==> src/rtl/alu_pkg.sv <==
// Shared op codes, FSM state encoding and flag bundle for alu_seq.
// Optional multiply support is selected by ALU_SEQ_MULTU_EN in the users of this package.
package alu_pkg;

  localparam logic [2:0] OP_AND   = 3'b000;
  localparam logic [2:0] OP_OR    = 3'b001;
  localparam logic [2:0] OP_ADD   = 3'b010;
  localparam logic [2:0] OP_MULTU = 3'b011;
  localparam logic [2:0] OP_SUB   = 3'b110;
  localparam logic [2:0] OP_SLT   = 3'b111;

  typedef enum logic [1:0] {
    ST_IDLE = 2'd0,
    ST_BUSY = 2'd1,
    ST_DONE = 2'd2
  } state_e;

  typedef struct packed {
    logic zero;
    logic neg;
    logic ovf;
    logic illegal;
  } flags_t;

endpackage

==> src/rtl/alu_seq_mul.sv <==
// Iterative unsigned shift-add multiplier: one step per cycle for WIDTH cycles after start.
// done marks the cycle of the last step; prod_hi/prod_lo then carry the final product.
module alu_seq_mul #(
  parameter int WIDTH = 32
) (
  input  logic             clk,
  input  logic             rst_n,
  input  logic             start,
  input  logic [WIDTH-1:0] a,
  input  logic [WIDTH-1:0] b,
  output logic             busy,
  output logic             done,
  output logic [WIDTH-1:0] prod_hi,
  output logic [WIDTH-1:0] prod_lo
);

  localparam int CNT_W = $clog2(WIDTH + 1);

  logic [WIDTH-1:0] mcand_q, mcand_d;
  logic [WIDTH-1:0] hi_q, hi_d;
  logic [WIDTH-1:0] lo_q, lo_d;
  logic [CNT_W-1:0] cnt_q, cnt_d;
  logic             busy_q, busy_d;
  logic [WIDTH:0]   add;
  logic [WIDTH-1:0] step_hi, step_lo;

  always_comb begin
    // lo_q holds the unconsumed multiplier bits, shifted out LSB first
    add     = lo_q[0] ? ({1'b0, hi_q} + {1'b0, mcand_q}) : {1'b0, hi_q};
    step_hi = add[WIDTH:1];
    step_lo = {add[0], lo_q[WIDTH-1:1]};
    done    = busy_q && (cnt_q == CNT_W'(WIDTH - 1));

    mcand_d = mcand_q;
    hi_d    = hi_q;
    lo_d    = lo_q;
    cnt_d   = cnt_q;
    busy_d  = busy_q;
    if (start) begin
      mcand_d = a;
      hi_d    = '0;
      lo_d    = b;
      cnt_d   = '0;
      busy_d  = 1'b1;
    end else if (busy_q) begin
      hi_d    = step_hi;
      lo_d    = step_lo;
      cnt_d   = cnt_q + CNT_W'(1);
      busy_d  = !done;
    end
  end

  always_ff @(posedge clk or negedge rst_n) begin
    if (!rst_n) begin
      mcand_q <= '0;
      hi_q    <= '0;
      lo_q    <= '0;
      cnt_q   <= '0;
      busy_q  <= 1'b0;
    end else begin
      mcand_q <= mcand_d;
      hi_q    <= hi_d;
      lo_q    <= lo_d;
      cnt_q   <= cnt_d;
      busy_q  <= busy_d;
    end
  end

  assign busy    = busy_q;
  assign prod_hi = step_hi;
  assign prod_lo = step_lo;

endmodule

==> src/rtl/alu_seq.sv <==
// Registered ALU with valid/ready handshakes; MULTU exists only with ALU_SEQ_MULTU_EN.
// Latency 1 cycle (MULTU WIDTH+1); outputs hold and in_ready drops while out_valid & !out_ready.
module alu_seq
  import alu_pkg::*;
#(
  parameter int WIDTH = 32
) (
  input  logic             clk,
  input  logic             rst_n,
  input  logic             in_valid,
  output logic             in_ready,
  input  logic [WIDTH-1:0] a,
  input  logic [WIDTH-1:0] b,
  input  logic [2:0]       alu_control,
  output logic             out_valid,
  input  logic             out_ready,
  output logic [WIDTH-1:0] result,
  output logic [WIDTH-1:0] hi,
  output logic             zero,
  output logic             neg,
  output logic             ovf,
  output logic             illegal
);

  state_e           state_q, state_d;
  logic [WIDTH-1:0] result_q, result_d;
  logic [WIDTH-1:0] hi_q, hi_d;
  flags_t           flags_q, flags_d;

  logic             accept;
  logic             is_sub, is_mul, slt;
  logic [WIDTH-1:0] b_eff, sum, alu_res;
  flags_t           alu_flags;

`ifdef ALU_SEQ_MULTU_EN
  logic             mul_start, mul_busy, mul_done;
  logic [WIDTH-1:0] mul_hi, mul_lo;

  assign is_mul    = (alu_control == OP_MULTU);
  assign mul_start = accept && is_mul;

  alu_seq_mul #(.WIDTH(WIDTH)) u_mul (
    .clk     (clk),
    .rst_n   (rst_n),
    .start   (mul_start),
    .a       (a),
    .b       (b),
    .busy    (mul_busy),
    .done    (mul_done),
    .prod_hi (mul_hi),
    .prod_lo (mul_lo)
  );
`else
  assign is_mul = 1'b0;
`endif

  always_comb begin
    is_sub    = (alu_control == OP_SUB);
    b_eff     = is_sub ? ~b : b;
    sum       = a + b_eff + {{(WIDTH-1){1'b0}}, is_sub};
    // signed compare directly, so a-b overflow cannot corrupt SLT
    slt       = $signed(a) < $signed(b);
    alu_res   = '0;
    alu_flags = '0;
    case (alu_control)
      OP_AND: alu_res = a & b;
      OP_OR:  alu_res = a | b;
      OP_ADD, OP_SUB: begin
        alu_res       = sum;
        alu_flags.ovf = (a[WIDTH-1] == b_eff[WIDTH-1]) && (sum[WIDTH-1] != a[WIDTH-1]);
      end
      OP_SLT: alu_res = {{(WIDTH-1){1'b0}}, slt};
      default: alu_flags.illegal = 1'b1;
    endcase
    if (!alu_flags.illegal) begin
      alu_flags.zero = (alu_res == '0);
      alu_flags.neg  = (alu_control != OP_SLT) && alu_res[WIDTH-1];
    end
  end

  always_comb begin
    in_ready = (state_q == ST_IDLE) || ((state_q == ST_DONE) && out_ready);
    accept   = in_valid && in_ready;
    state_d  = state_q;
    result_d = result_q;
    hi_d     = hi_q;
    flags_d  = flags_q;
    case (state_q)
      ST_DONE: if (out_ready && !in_valid) state_d = ST_IDLE;
`ifdef ALU_SEQ_MULTU_EN
      ST_BUSY: begin
        if (mul_done) begin
          result_d      = mul_lo;
          hi_d          = mul_hi;
          flags_d       = '0;
          flags_d.zero  = ({mul_hi, mul_lo} == '0);
          state_d       = ST_DONE;
        end else if (!mul_busy) begin
          state_d = ST_IDLE;
        end
      end
`endif
      default: ;
    endcase
    if (accept) begin
      if (is_mul) begin
        state_d = ST_BUSY;
      end else begin
        result_d = alu_res;
        hi_d     = '0;
        flags_d  = alu_flags;
        state_d  = ST_DONE;
      end
    end
  end

  always_ff @(posedge clk or negedge rst_n) begin
    if (!rst_n) begin
      state_q  <= ST_IDLE;
      result_q <= '0;
      hi_q     <= '0;
      flags_q  <= '0;
    end else begin
      state_q  <= state_d;
      result_q <= result_d;
      hi_q     <= hi_d;
      flags_q  <= flags_d;
    end
  end

  assign out_valid = (state_q == ST_DONE);
  assign result    = result_q;
  assign hi        = hi_q;
  assign zero      = flags_q.zero;
  assign neg       = flags_q.neg;
  assign ovf       = flags_q.ovf;
  assign illegal   = flags_q.illegal;

endmodule
==> config.mk <==
export PLATFORM = sky130hd
export DESIGN_NAME = alu_seq
export DESIGN_NICKNAME = d
export VERILOG_FILES = /design/src/rtl/alu_pkg.sv /design/src/rtl/alu_seq_mul.sv /design/src/rtl/alu_seq.sv
export SDC_FILE = /design/constraint.sdc
export NUM_CORES = 1
export LEC_CHECK = 0
export CAP_MARGIN = 10
export CORE_ASPECT_RATIO = 1.75
export CORE_UTILIZATION = 51
export CTS_BUF_LIST = sky130_fd_sc_hd__clkbuf_2
export DETAILED_ROUTE_END_ITERATION = 12
export PLACE_DENSITY = 0.9
export SYNTH_ARGS = -nofsm -noshare
export SYNTH_HDL_FRONTEND = slang
export SYNTH_SLANG_ARGS = --single-unit
==> constraint.sdc <==
create_clock -name clk -period 5.5 [get_ports clk]
set_input_delay 0.55 -clock clk [delete_from_list [all_inputs] [get_ports clk]]
set_output_delay 0.55 -clock clk [all_outputs]
set_load 0.005 [all_outputs]
== After elaboration in Yosys (flattened, before gate mapping) ==
Index checks and enable logic that the tools add are counted.

* Add/sub/neg operators: 2
* Multiply operators: 0
* Bitwise gates (word level): 3
* Order comparisons: 1
* Reduce and logical (&&, ||, !) cells: 15
* Divide/modulo/power cells: 0
* Equal/unequal tests: 8
* Muxes and demuxes: 8
* Shift operators: 0

{| class="wikitable"
|+ Operators by type and width
! kind !! count
|-
| 32-bit one-hot mux with 4 select lines || 1
|-
| 32-bit by 1-bit adder with 32-bit output || 1
|-
| 32-bit adder || 1
|-
| 32-bit bitwise AND || 1
|-
| 32-bit zero test || 1
|-
| 32-bit < comparator || 1
|-
| 32-bit 2-to-1 mux || 1
|-
| 32-bit NOT || 1
|-
| 32-bit bitwise OR || 1
|-
| 2-bit 2-to-1 mux || 4
|-
| 3-bit equality test, second input constant || 2
|-
| 1-bit logical AND || 5
|-
| 5-bit OR reduction || 1
|-
| 2-bit nonzero test || 2
|-
| 3-bit by 1-bit equality test with 1-bit output, second input constant || 1
|-
| 3-bit by 2-bit equality test with 1-bit output, second input constant || 1
|-
| 3-bit zero test || 1
|-
| 3-bit != test, second input constant || 1
|-
| 2-bit equality test, second input constant || 1
|-
| 2-bit zero test || 1
|-
| 1-bit 2-to-1 mux || 2
|-
| 2-bit AND reduction || 1
|-
| 2-bit OR reduction || 1
|-
| 1-bit equality test || 1
|-
| other kinds (3) || 3
|}

* Memories kept: 0
* Flip-flop bits (word level): 38
* Bits of input ports: 71
* Memory bits (writable): 0
* Bits in latches: 0
* ROM bits: 0
* Output and inout bits: 70

== Depth between registers and ports, before layout ==
* Depth in word-level cells: 7
* Depth in mapped cells: 19

== Least setup slack after synthesis ==
Ideal clock, no wire load.

* Kind: input to register
* Start: input alu_control[1]
* End: register flags_q (netlist bit zero)
* Stages: 19
* Slack: -68 ps
* Buffers on the path: 4
* Arrival time: 5,464 ps
* Setup time: 103 ps
* Path through: nor2b_4 > clkbuf_1 > clkbuf_1 > clkbuf_1 > nand2_1 > buf_1 > nor2_1 > a21oi_1 > fa_1 > nand3b_1 > a21oi_2 > nor3b_4 > o41ai_2 > a31oi_4 > mux2i_1 > or4_1 > or4_1 > or4_1 > o41ai_2

* Word-level cells in the longest chain between the ends: 7
* Elaborated cells on any way between the ends: 13

{| class="wikitable"
|+ Ends and longest elaborated chain
! element !! RTL line !! source
|-
| start: declaration || alu_seq.sv:14 || <nowiki>input logic [2:0] alu_control,</nowiki>
|-
| 3-bit equality test || alu_seq.sv:58, alu_seq.sv:65 ||
|-
| 32-bit 2-to-1 mux || alu_seq.sv:59 || <nowiki>b_eff = is_sub ? ~b : b;</nowiki>
|-
| 32-bit adder || alu_seq.sv:60 || <nowiki>sum = a + b_eff + {{(WIDTH-1){1'b0}}, is_sub};</nowiki>
|-
| 32-bit by 1-bit adder with 32-bit output || alu_seq.sv:60 ||
|-
| 32-bit one-hot mux with 4 select lines || alu_seq.sv:65 || <nowiki>case (alu_control)</nowiki>
|-
| 32-bit zero test || alu_seq.sv:76 || <nowiki>alu_flags.zero = (alu_res == '0);</nowiki>
|-
| 2-bit 2-to-1 mux * || alu_seq.sv:75 || <nowiki>if (!alu_flags.illegal) begin</nowiki>
|-
| end signal: assignment || alu_seq.sv:127 || <nowiki>flags_q <= flags_d;</nowiki>
|-
| end: declaration || alu_seq.sv:28 || <nowiki>flags_t flags_q, flags_d;</nowiki>
|}

Every way passes the cells marked *; elsewhere a longest branch is shown, timed or not.
A chain may end at the register's enable or synchronous reset.

== Final worst setup path ==
Ends and elaborated chain as after synthesis.

==> impl_metrics.yaml <==
status:
  outcome: "finished clean"
floorplanning:
  core_region_area_um2: 12100
  fp.dieW_um: 86.4
  rows: 53
  initial_utilization_pct: 52.6
  die_area_um2: 12900
  die_h_um: 150
  io_pins: 141
cells_and_area:
  diodes: 0
  drive_gt1_share_pct: 4.62
  area_growth_pct: 18.2
  layout.nets: 1114
power:
  power.leakage_nw: 3.61
  power.density_nw_per_um2: 158
  p_clk_share_pct: 9.4
  pwr-share-comb_pct: 61.8
  finalPower_w: 0.00119
  p_seq_share_pct: 28.8
  p_switching_w: 0.000508
  ir_drop_mv: 0.0776
  switching_share_pct: 42.7
  power.internal_w: 0.000681
timing:
  final_hold_viol_count: 0
  fin_tns_setup_ns: 0
  timing.slew.headroom_pct: 24.3
  rsz0062_at_grt: "no"
  fin_crit_ns: 4.92
  slew_violations: 0
  setup_viol: 0
  min_period_over_period_pct: 89.5
  max_freq_mhz: 203
  tightest_slew_ns: 1.13
  clock_skew_ns: 0.0217
critical_path:
  setup.worst_path.end_class: "register"
  path_cells: "clkdlybuf4s50_1 -> nor2b_4 -> nand2_2 -> buf_4 -> nor2_1 -> a21oi_1 -> fa_1 -> nand3b_1 -> a21oi_2 -> nor3b_4 -> o41ai_2 -> a31oi_4 -> mux2i_1 -> or4_1 -> or4_1 -> or4_1 -> o41ai_2"
  critPathBufInv: 2
  cp.arrival_ns: 5.22
  worst-path-max-fanout: 16
  critPathSlowestCell: "or4_1"
  critPathTopFamily: "simple AND/OR/NAND/NOR gates"
  worstPathRequired_ns: 5.79
  setup.worst_path.start_class: "input port"
  crit_type: "input port to register"
  cpMostUsedCell: "or4_1"
  slowest_delay_ns: 0.53
cts:
  cts_hold_buffers: 0
  ctsLongestPathBuffers: 2
  ctsResizeCount: 0
  cts_max_level: 2
  cts.sink_count: 37
  clk_pin_slew_ns: 0.19
  cts_buffers: 5
  cts_tree: "done"
  cts.root.buffer_cell: "clkbuf_2"
  cts_setup_buffers: 0
  clock_latency_ns: 0.40
global_routing:
  grt_pass1_vias: 5976
  grt_first_pass_wirelength_um: 27100
  groute.usage.overall_pct: 26.5
  grt_overflow: 0
  grt_max_degree: 57
  antenna_found_initial: 0
yosys:
  ys_seq_elements: 37
  synth_area_per_cell_um2: 7.83
  synth.top_cells.by_count: "ha_1, inv_1, nand2_1, o21ai_0"
  synth_most_common_cell: "ha_1"
  synth_top_area_share_pct: 26.0
  synth-edff-count: 0
  syn_area_um2: 6350
  synth-async-reset-ratio_pct: 100
  synth_top_area_cell: "ha_1"
  synth_warnings: 0
  synth_area_leaders: "ha_1, dfrtp_1, xnor2_1"
  yosysSeqAreaShare_pct: 14.6
  synthFlopType: "dfrtp_1"
  yosysUniqueCellTypes: 67
  synthCells: 811
detailed_routing:
  dr_total_vias: 6094
  drt-pass1-iter-count: 5
  detail_route.iter0.violations: 299
  wl_um: 16900
  route.detailed.drc: 0
  viasPerCell: 5.67
  drtAntennaViolNets: 0
  wl_per_cell_um: 15.7
job:
  drv_cap: 0
hold_path:
  hold_path.class: "input port to async pin"
placement:
  dpl.hpwl_um: 14100
  numPortBuffers: 108
  place_congestion: 0.982
[flip-flops by register name, summed over array words and instances, names as in the netlist]
name,count
result,32
ovf,1
neg,1
zero,1
state_q,1
illegal,1
[stage by stage]
stage / instance area [um^2] / utilization, % / setup slack, ns / hold WS (ns) / std cells
after detailed placement: 7480 / 62.0 / 0.203 / 0.464 / 1068
after CTS: 7510 / 62.2 / 0.588 / 0.239 / 1074
after global routing: 7510 / 62.2 / 0.383 / 0.264 / 1074
final: 7510 / 62.2 / 0.576 / 0.217 / 1074
after global placement: 7480 / 62.0 / 0.325 / 0.461 / 1068
after floorplan: 6470 / - / 0.0267 / 0.254 / 842
[layer usage]
metal	up-vias	routed length [um]	GRT usage, %
li1	2934	-	-
met5	-	0	0
met4	0	1220	19.4
met3	84	821	3.59
met1	2830	5930	25.2
met2	246	8880	50.4
[power by group through the flow]
stage / logic (W) / clock network [W] / registers, W
floorplan: 0.000459 / 0 / 0.000343
global route: 0.000813 / 0.000124 / 0.000347
CTS: 0.000732 / 0.000111 / 0.000342
detailed placement: 0.000729 / 0 / 0.000348
finish: 0.000736 / 0.000112 / 0.000342
global placement: 0.000714 / 0 / 0.000347
[placed cells by master (no fill, tap or decap), types with 3 or more instances in the layout]
cell type,instances
and2_1,8
xor2_1,9
a21oi_2,7
nand2_1,75
ha_1,132
o31ai_1,9
clkbuf_2,5
a211oi_1,13
o21bai_1,8
o22ai_1,6
xnor2_1,46
dfrtp_1,37
buf_4,14
inv_1,94
nand2b_1,11
nor3_1,4
mux2i_1,17
nor2b_1,4
clkdlybuf4s50_1,106
a21o_1,8
a21oi_1,47
a22oi_1,3
o211ai_1,9
nand4_1,15
a31oi_1,10
o21ai_0,51
nand3_1,10
nor2_1,47
and3_1,4
nor4_1,9
or4_1,3
o21a_1,7
or3_1,4
o21ai_1,3
conb_1,32
[layout make-up]
type,instances,area (um^2)
repair buffers,122,1180
multi-input cells,650,4820
fillers,1082,4560
flip-flops and latches,37,926
inverters,94,353
well taps,165,206
clock inverters,1,5.00
clock buffers,5,25.0
[path summary, 6_finish.rpt]
kind | start | end | slack, ns | cells past startpoint
max in group asynchronous | rst_n | result[8] | 4.76 | 1
min in group clk | result[0] | result[0] | 0.50 | 2
setup reg to reg | state_q[1] | zero | 2.18 | 10
hold / removal | rst_n | result[20] | 0.22 | 1
setup / recovery | alu_control[1] | zero | 0.58 | 17
hold reg to reg | result[0] | result[0] | 0.50 | 2
[cells by family after synthesis]
logic type | after synthesis | share of synthesized area, %
compound gates | 207 | 21.5
simple gates | 205 | 15.6
buf+inv | 155 | 11.4
fa+ha+maj | 133 | 26.3
xor+xnor | 55 | 7.58
flops | 37 | 14.6
mux | 18 | 2.86
other cells | 1 | 0.0590
(Power assumes the default switching activity.)
